<file path="src/rtl/mod_step_accum_pkg.sv">
// Shared types and helpers for the multi-channel modular step/accumulate unit.
package mod_step_accum_pkg;

  typedef enum logic [1:0] {
    MODE_PASS  = 2'd0,
    MODE_ACC   = 2'd1,
    MODE_LOAD  = 2'd2,
    MODE_CLEAR = 2'd3
  } mode_t;

  // Index width that stays at least one bit even for a single channel.
  function automatic int clog2_min1(input int n);
    return (n <= 2) ? 1 : $clog2(n);
  endfunction

endpackage

</file>
<file path="src/rtl/mod_step_accum_add.sv">
// Combinational a + b reduced mod MODULUS; both addends must already be < MODULUS.
module mod_add_reduce #(
  parameter int WIDTH   = 7,
  parameter int MODULUS = 100
) (
  input  logic [WIDTH-1:0] a,
  input  logic [WIDTH-1:0] b,
  output logic [WIDTH-1:0] sum_mod,
  output logic             wrap
);

  localparam logic [WIDTH:0] MOD_W = (WIDTH+1)'(MODULUS);

  logic [WIDTH:0] w_sum;

  // The extra sum bit lets MODULUS == 2**WIDTH work without a special case.
  assign w_sum   = {1'b0, a} + {1'b0, b};
  assign wrap    = (w_sum >= MOD_W);
  assign sum_mod = wrap ? WIDTH'(w_sum - MOD_W) : w_sum[WIDTH-1:0];

endmodule

</file>
<file path="src/rtl/mod_step_accum.sv">
// Multi-channel modular increment / accumulator with a registered valid/ready output.
module mod_step_accum
  import mod_step_accum_pkg::*;
#(
  parameter  int WIDTH    = 7,
  parameter  int MODULUS  = 100,
  parameter  int STEP     = 1,
  parameter  int CHANNELS = 4,
  localparam int CW       = clog2_min1(CHANNELS)
) (
  input  logic             clk,
  input  logic             rst,
  input  logic             in_valid,
  output logic             in_ready,
  input  logic [CW-1:0]    in_chan,
  input  logic [1:0]       in_mode,
  input  logic [WIDTH-1:0] in_data,
  output logic             out_valid,
  input  logic             out_ready,
  output logic [CW-1:0]    out_chan,
  output logic [WIDTH-1:0] out_data,
  output logic             out_wrap
);

  if (MODULUS < 2) begin : g_chk_mod_min
    $error("MODULUS must be at least 2");
  end
  if (64'(MODULUS) > (64'(1) << WIDTH)) begin : g_chk_mod_max
    $error("MODULUS must not exceed 2**WIDTH");
  end
  if (STEP < 0 || STEP >= MODULUS) begin : g_chk_step
    $error("STEP must lie in [0, MODULUS)");
  end
  if (CHANNELS < 1) begin : g_chk_chan
    $error("CHANNELS must be at least 1");
  end

  localparam logic [WIDTH:0]   MOD_W  = (WIDTH+1)'(MODULUS);
  localparam logic [CW:0]      CHN_W  = (CW+1)'(CHANNELS);
  localparam logic [WIDTH-1:0] STEP_W = WIDTH'(STEP);

  logic [WIDTH-1:0] r_acc [CHANNELS];
  logic             r_out_valid;
  logic [CW-1:0]    r_out_chan;
  logic [WIDTH-1:0] r_out_data;
  logic             r_out_wrap;

  mode_t            w_mode;
  logic [CW-1:0]    w_chan;
  logic             w_accept;
  logic [WIDTH-1:0] w_op;
  logic             w_op_big;
  logic [WIDTH-1:0] w_acc_cur;
  logic [WIDTH-1:0] w_add_a;
  logic [WIDTH-1:0] w_add_b;
  logic [WIDTH-1:0] w_sum_mod;
  logic             w_add_wrap;
  logic [WIDTH-1:0] w_res;
  logic             w_res_wrap;

  assign w_mode    = mode_t'(in_mode);
  assign w_chan    = ({1'b0, in_chan} < CHN_W) ? in_chan : '0;
  assign in_ready  = (!r_out_valid || out_ready) && !rst;
  assign w_accept  = in_valid && in_ready;
  assign w_op      = WIDTH'({1'b0, in_data} % MOD_W);
  assign w_op_big  = ({1'b0, in_data} >= MOD_W);
  assign w_acc_cur = r_acc[w_chan];

  mod_add_reduce #(
    .WIDTH   (WIDTH),
    .MODULUS (MODULUS)
  ) u_add (
    .a       (w_add_a),
    .b       (w_add_b),
    .sum_mod (w_sum_mod),
    .wrap    (w_add_wrap)
  );

  // One adder serves both PASS (op + STEP) and ACC (acc + op).
  always_comb begin
    w_add_a    = w_op;
    w_add_b    = STEP_W;
    w_res      = '0;
    w_res_wrap = 1'b0;
    if (w_mode == MODE_ACC) begin
      w_add_a = w_acc_cur;
      w_add_b = w_op;
    end
    case (w_mode)
      MODE_PASS, MODE_ACC: begin
        w_res      = w_sum_mod;
        w_res_wrap = w_add_wrap;
      end
      MODE_LOAD: begin
        w_res      = w_op;
        w_res_wrap = w_op_big;
      end
      default: begin
        w_res      = '0;
        w_res_wrap = 1'b0;
      end
    endcase
  end

  always_ff @(posedge clk or posedge rst) begin
    if (rst) begin
      for (int unsigned i = 0; i < CHANNELS; i++) begin
        r_acc[i] <= '0;
      end
    end else if (w_accept) begin
      case (w_mode)
        MODE_ACC:   r_acc[w_chan] <= w_sum_mod;
        MODE_LOAD:  r_acc[w_chan] <= w_op;
        MODE_CLEAR: r_acc[w_chan] <= '0;
        default:    ;
      endcase
    end
  end

  always_ff @(posedge clk or posedge rst) begin
    if (rst) begin
      r_out_valid <= 1'b0;
      r_out_chan  <= '0;
      r_out_data  <= '0;
      r_out_wrap  <= 1'b0;
    end else if (w_accept) begin
      r_out_valid <= 1'b1;
      r_out_chan  <= w_chan;
      r_out_data  <= w_res;
      r_out_wrap  <= w_res_wrap;
    end else if (out_ready) begin
      r_out_valid <= 1'b0;
    end
  end

  assign out_valid = r_out_valid;
  assign out_chan  = r_out_chan;
  assign out_data  = r_out_data;
  assign out_wrap  = r_out_wrap;

endmodule
</file>
<file path="config.mk">
export PLATFORM = sky130hd
export DESIGN_NAME = mod_step_accum
export DESIGN_NICKNAME = d
export VERILOG_FILES = /design/src/rtl/mod_step_accum_pkg.sv /design/src/rtl/mod_step_accum_add.sv /design/src/rtl/mod_step_accum.sv
export SDC_FILE = /design/constraint.sdc
export NUM_CORES = 1
export LEC_CHECK = 0
export BUFFER_PORTS_ARGS = -buffer_cell sky130_fd_sc_hd__buf_4
export CAP_MARGIN = 15
export CELL_PAD_IN_SITES_DETAIL_PLACEMENT = 1
export CELL_PAD_IN_SITES_GLOBAL_PLACEMENT = 2
export CORE_MARGIN = 2
export CORE_UTILIZATION = 39
export CTS_CLUSTER_SIZE = 10
export DETAILED_ROUTE_END_ITERATION = 12
export MAX_ROUTING_LAYER = met4
export PLACE_DENSITY = 0.78
export SLEW_MARGIN = 20
export SYNTH_ARGS = -nofsm -noshare
export SYNTH_HDL_FRONTEND = slang
export SYNTH_HIERARCHICAL = 1
export SYNTH_SLANG_ARGS = --single-unit
</file>
<file path="constraint.sdc">
create_clock -name clk -period 4.4 [get_ports clk]
set_clock_uncertainty 0.15 [all_clocks]
set_input_delay 0.22 -clock clk [delete_from_list [all_inputs] [get_ports clk]]
set_output_delay 0.22 -clock clk [all_outputs]
set_load 0.02 [all_outputs]
</file>
==> reports/metrics.cfg <==
[pwr]
p_int_mw=0.878
p_clk_share_pct=23.9
cellPowerDensity_nw_per_um2=438
ir_worst_vdd_uv=391
pwr-share-seq_pct=40.5
power.leakage_nw=1.29
power.total_mw=1.28
netSwitchingFraction_pct=31.5
comb_power_share_pct=35.6
power.net_switching_mw=0.404

[synth]
ys_seq_area_share_pct=38.4
synth_area_um2=2540
synthArstFlopShare_pct=100
ys.flop_type=dfrtp_1
synth_cell_types=53
yosys_register_bits=39
yosysWarningCount=6
postSynthCellCount=233
synth_edf_count=0
synth_nets=258
syn_avg_cell_area_um2=10.9

[placed_design]
dp_hpwl_um=4320
place.gp.congestion=0.789
io_buffers=26
placed_cells_incl_taps=330
dpl_cell_area_um2=2790

[clock_network]
cts_resized=0
htreeDepth=2
insertion_delay_ns=0.29
clock_path_buffers=2
postCtsHoldBufs=1
clock-sinks=39
cts.reportedPaths.clkPinSlew_ns=0.07
cts_buffers=5
root_buffer=clkbuf_8
postCtsSetupRepairBufs=0
cts_tree=yes

[global_route]
grt_pass1_vias=1978
grt_pass1_wl_um=9930
overflow=0
grt_max_degree=40
grtUsageTotal_pct=18.0
antenna_found_initial=0

[route]
post_drt_wl_per_cell_um=16.8
drt_pass1_iterations=4
vias=1827
viasPerCell=5.39
routed_wl_um=5700
initialDrtViolationCount=43
route.detailed.drc=0
detail-route-antenna-nets=0

[run]
maxCapViolCount=0

[finish]
final_core_util_pct=46.3
area_growth_syn_to_layout_pct=15.0
final_cell_mix=dfrtp_1 (39), buf_4 (28), nor2_1 (23), nand2_1 (22), mux2_2 (19)
final_area_um2=2920
drive_above_1_share_pct=31.7
fillers=703
antenna_cells=0
stdcell_count=339
layout_commonest_cell=dfrtp_1
finalNetCount=286

[setup_path]
arrival_ns=3.82
cp_slowest_stage_delay_ns=0.48
crit_type=reg -> reg
path_max_fanout=5
crit_path_end_kind=flop
critPathBufInv=0
rrSetupSlack_ns=0.67
slowest_stage=mux4_2
required_ns=4.48
rr_worst_depth=14
critical-path-top-delay-family=compound AO/OA/AOI/OAI gates
start_kind=flop
crit_chain=mux4_2 > nand2_1 > nand2_1 > ha_1 > a21oi_1 > o21bai_1 > xnor2_1 > ha_1 > nand3b_1 > a31o_4 > o21ai_4 > mux2i_1 > o2bb2ai_1 > mux2_2

[status]
outcome=finished clean

[die]
core_um2=6310
fp.dieW_um=84.8
die_area_um2=7180
rows=29
io_pins=27
chipHeight_um=84.8
initial_core_util_pct=40.3

[timing]
hold_viol_final=0
relSlewSlack_pct=43.3
finalSetupViolations=0
slew_violations=0
tightest_slew_ns=0.848
setup-tns-final_ns=0
rsz0062_at_grt=false
final.period_utilization_pct=84.8
fmax_mhz=268
min_period_ns=3.73

[min_path]
hold_path.class=in -> reg
min_from=in_valid
hold_end=out_valid
whs_path_depth=3

[worst max-delay path by stage]
stage	start	to	cells past startpoint
finish	flop	flop	14
global route	flop	flop	14
CTS	flop	flop	14
detailed placement	in_chan[0]	flop	15
global placement	in_chan[0]	out_data[5]	15
floorplan	in_chan[0]	flop	15
[Yosys cell counts, drive strengths merged (2+ instances only)]
library cell  instances  share of area, %
a211oi                2              0.79
a21o                  2              0.59
a21oi                15               3.1
a31o                  3               1.4
a32oi                 2              0.69
buf                   6               1.9
clkbuf                2              0.30
dfrtp                39                38
ha                    9               4.4
inv                  11               1.6
mux2                 27                13
mux2i                 4               1.6
mux4                  7               6.2
nand2                22               3.2
nand2b                8               2.3
nand3                 4              0.79
nand3b                3              0.89
nor2                 25               3.8
nor2b                 3              0.74
nor4                  3               2.5
o21ai                 9               2.2
o2bb2ai               5               1.7
xnor2                 4               1.4
[tightest hold or removal path: cells and delay by family]
kind	cells	cell delay, ns
buffers and inverters	1	0.09
AND/OR/NAND/NOR	2	0.18
[logic make-up (layout without fill, tap and decap cells)]
logic type                 count (synthesis)  count (layout)  synth area share (%)
AOI/OAI and AO/OA                         47              47                  13.9
xor gates and xnor gates                   5               5                  1.72
adders and majority gates                 10              10                  5.21
muxes                                     38              38                  20.5
and+or+nand+nor                           75              75                  16.5
DFF                                       39              39                  38.4
buffers and inverters                     19              48                  3.84
[per-layer routing]
metal  up-vias  track usage, %  wire (µm)
li1        897               -          -
met1       907            22.1       2640
met2        14            31.1       2900
met3         9            2.36         87
met4         0            5.19         74
met5         -               -          0
[power by group through the flow]
| stage | clock (mW) | combinational, mW | sequential [mW] |
|---|---|---|---|
| global placement | 0 | 0.449 | 0.521 |
| global route | 0.326 | 0.507 | 0.533 |
| finish | 0.306 | 0.457 | 0.519 |
| detailed placement | 0 | 0.458 | 0.526 |
| CTS | 0.315 | 0.463 | 0.520 |
| floorplan | 0 | 0.309 | 0.540 |
[through the flow]
stage,setup slack [ns],hold WS [ns]
3_3_place_gp,0.544,0.241
5_1_grt,0.369,0.102
3_5_place_dp,0.553,0.239
4_1_cts,0.621,0.0820
2_1_floorplan,1.02,0.233
6_report,0.668,0.0935
[cell type report]
class / instances / area (µm²) / share of cell area, %
clock buffer: 6 / 82.6 / 2.82
clock inverter: 2 / 35.0 / 1.20
inverter: 11 / 41.3 / 1.41
multi-input combinational: 175 / 1470 / 50.4
sequential: 39 / 976 / 33.4
tap: 77 / 96.3 / 3.29
timing repair buffer: 29 / 220 / 7.53
(Power assumes the default switching activity.)
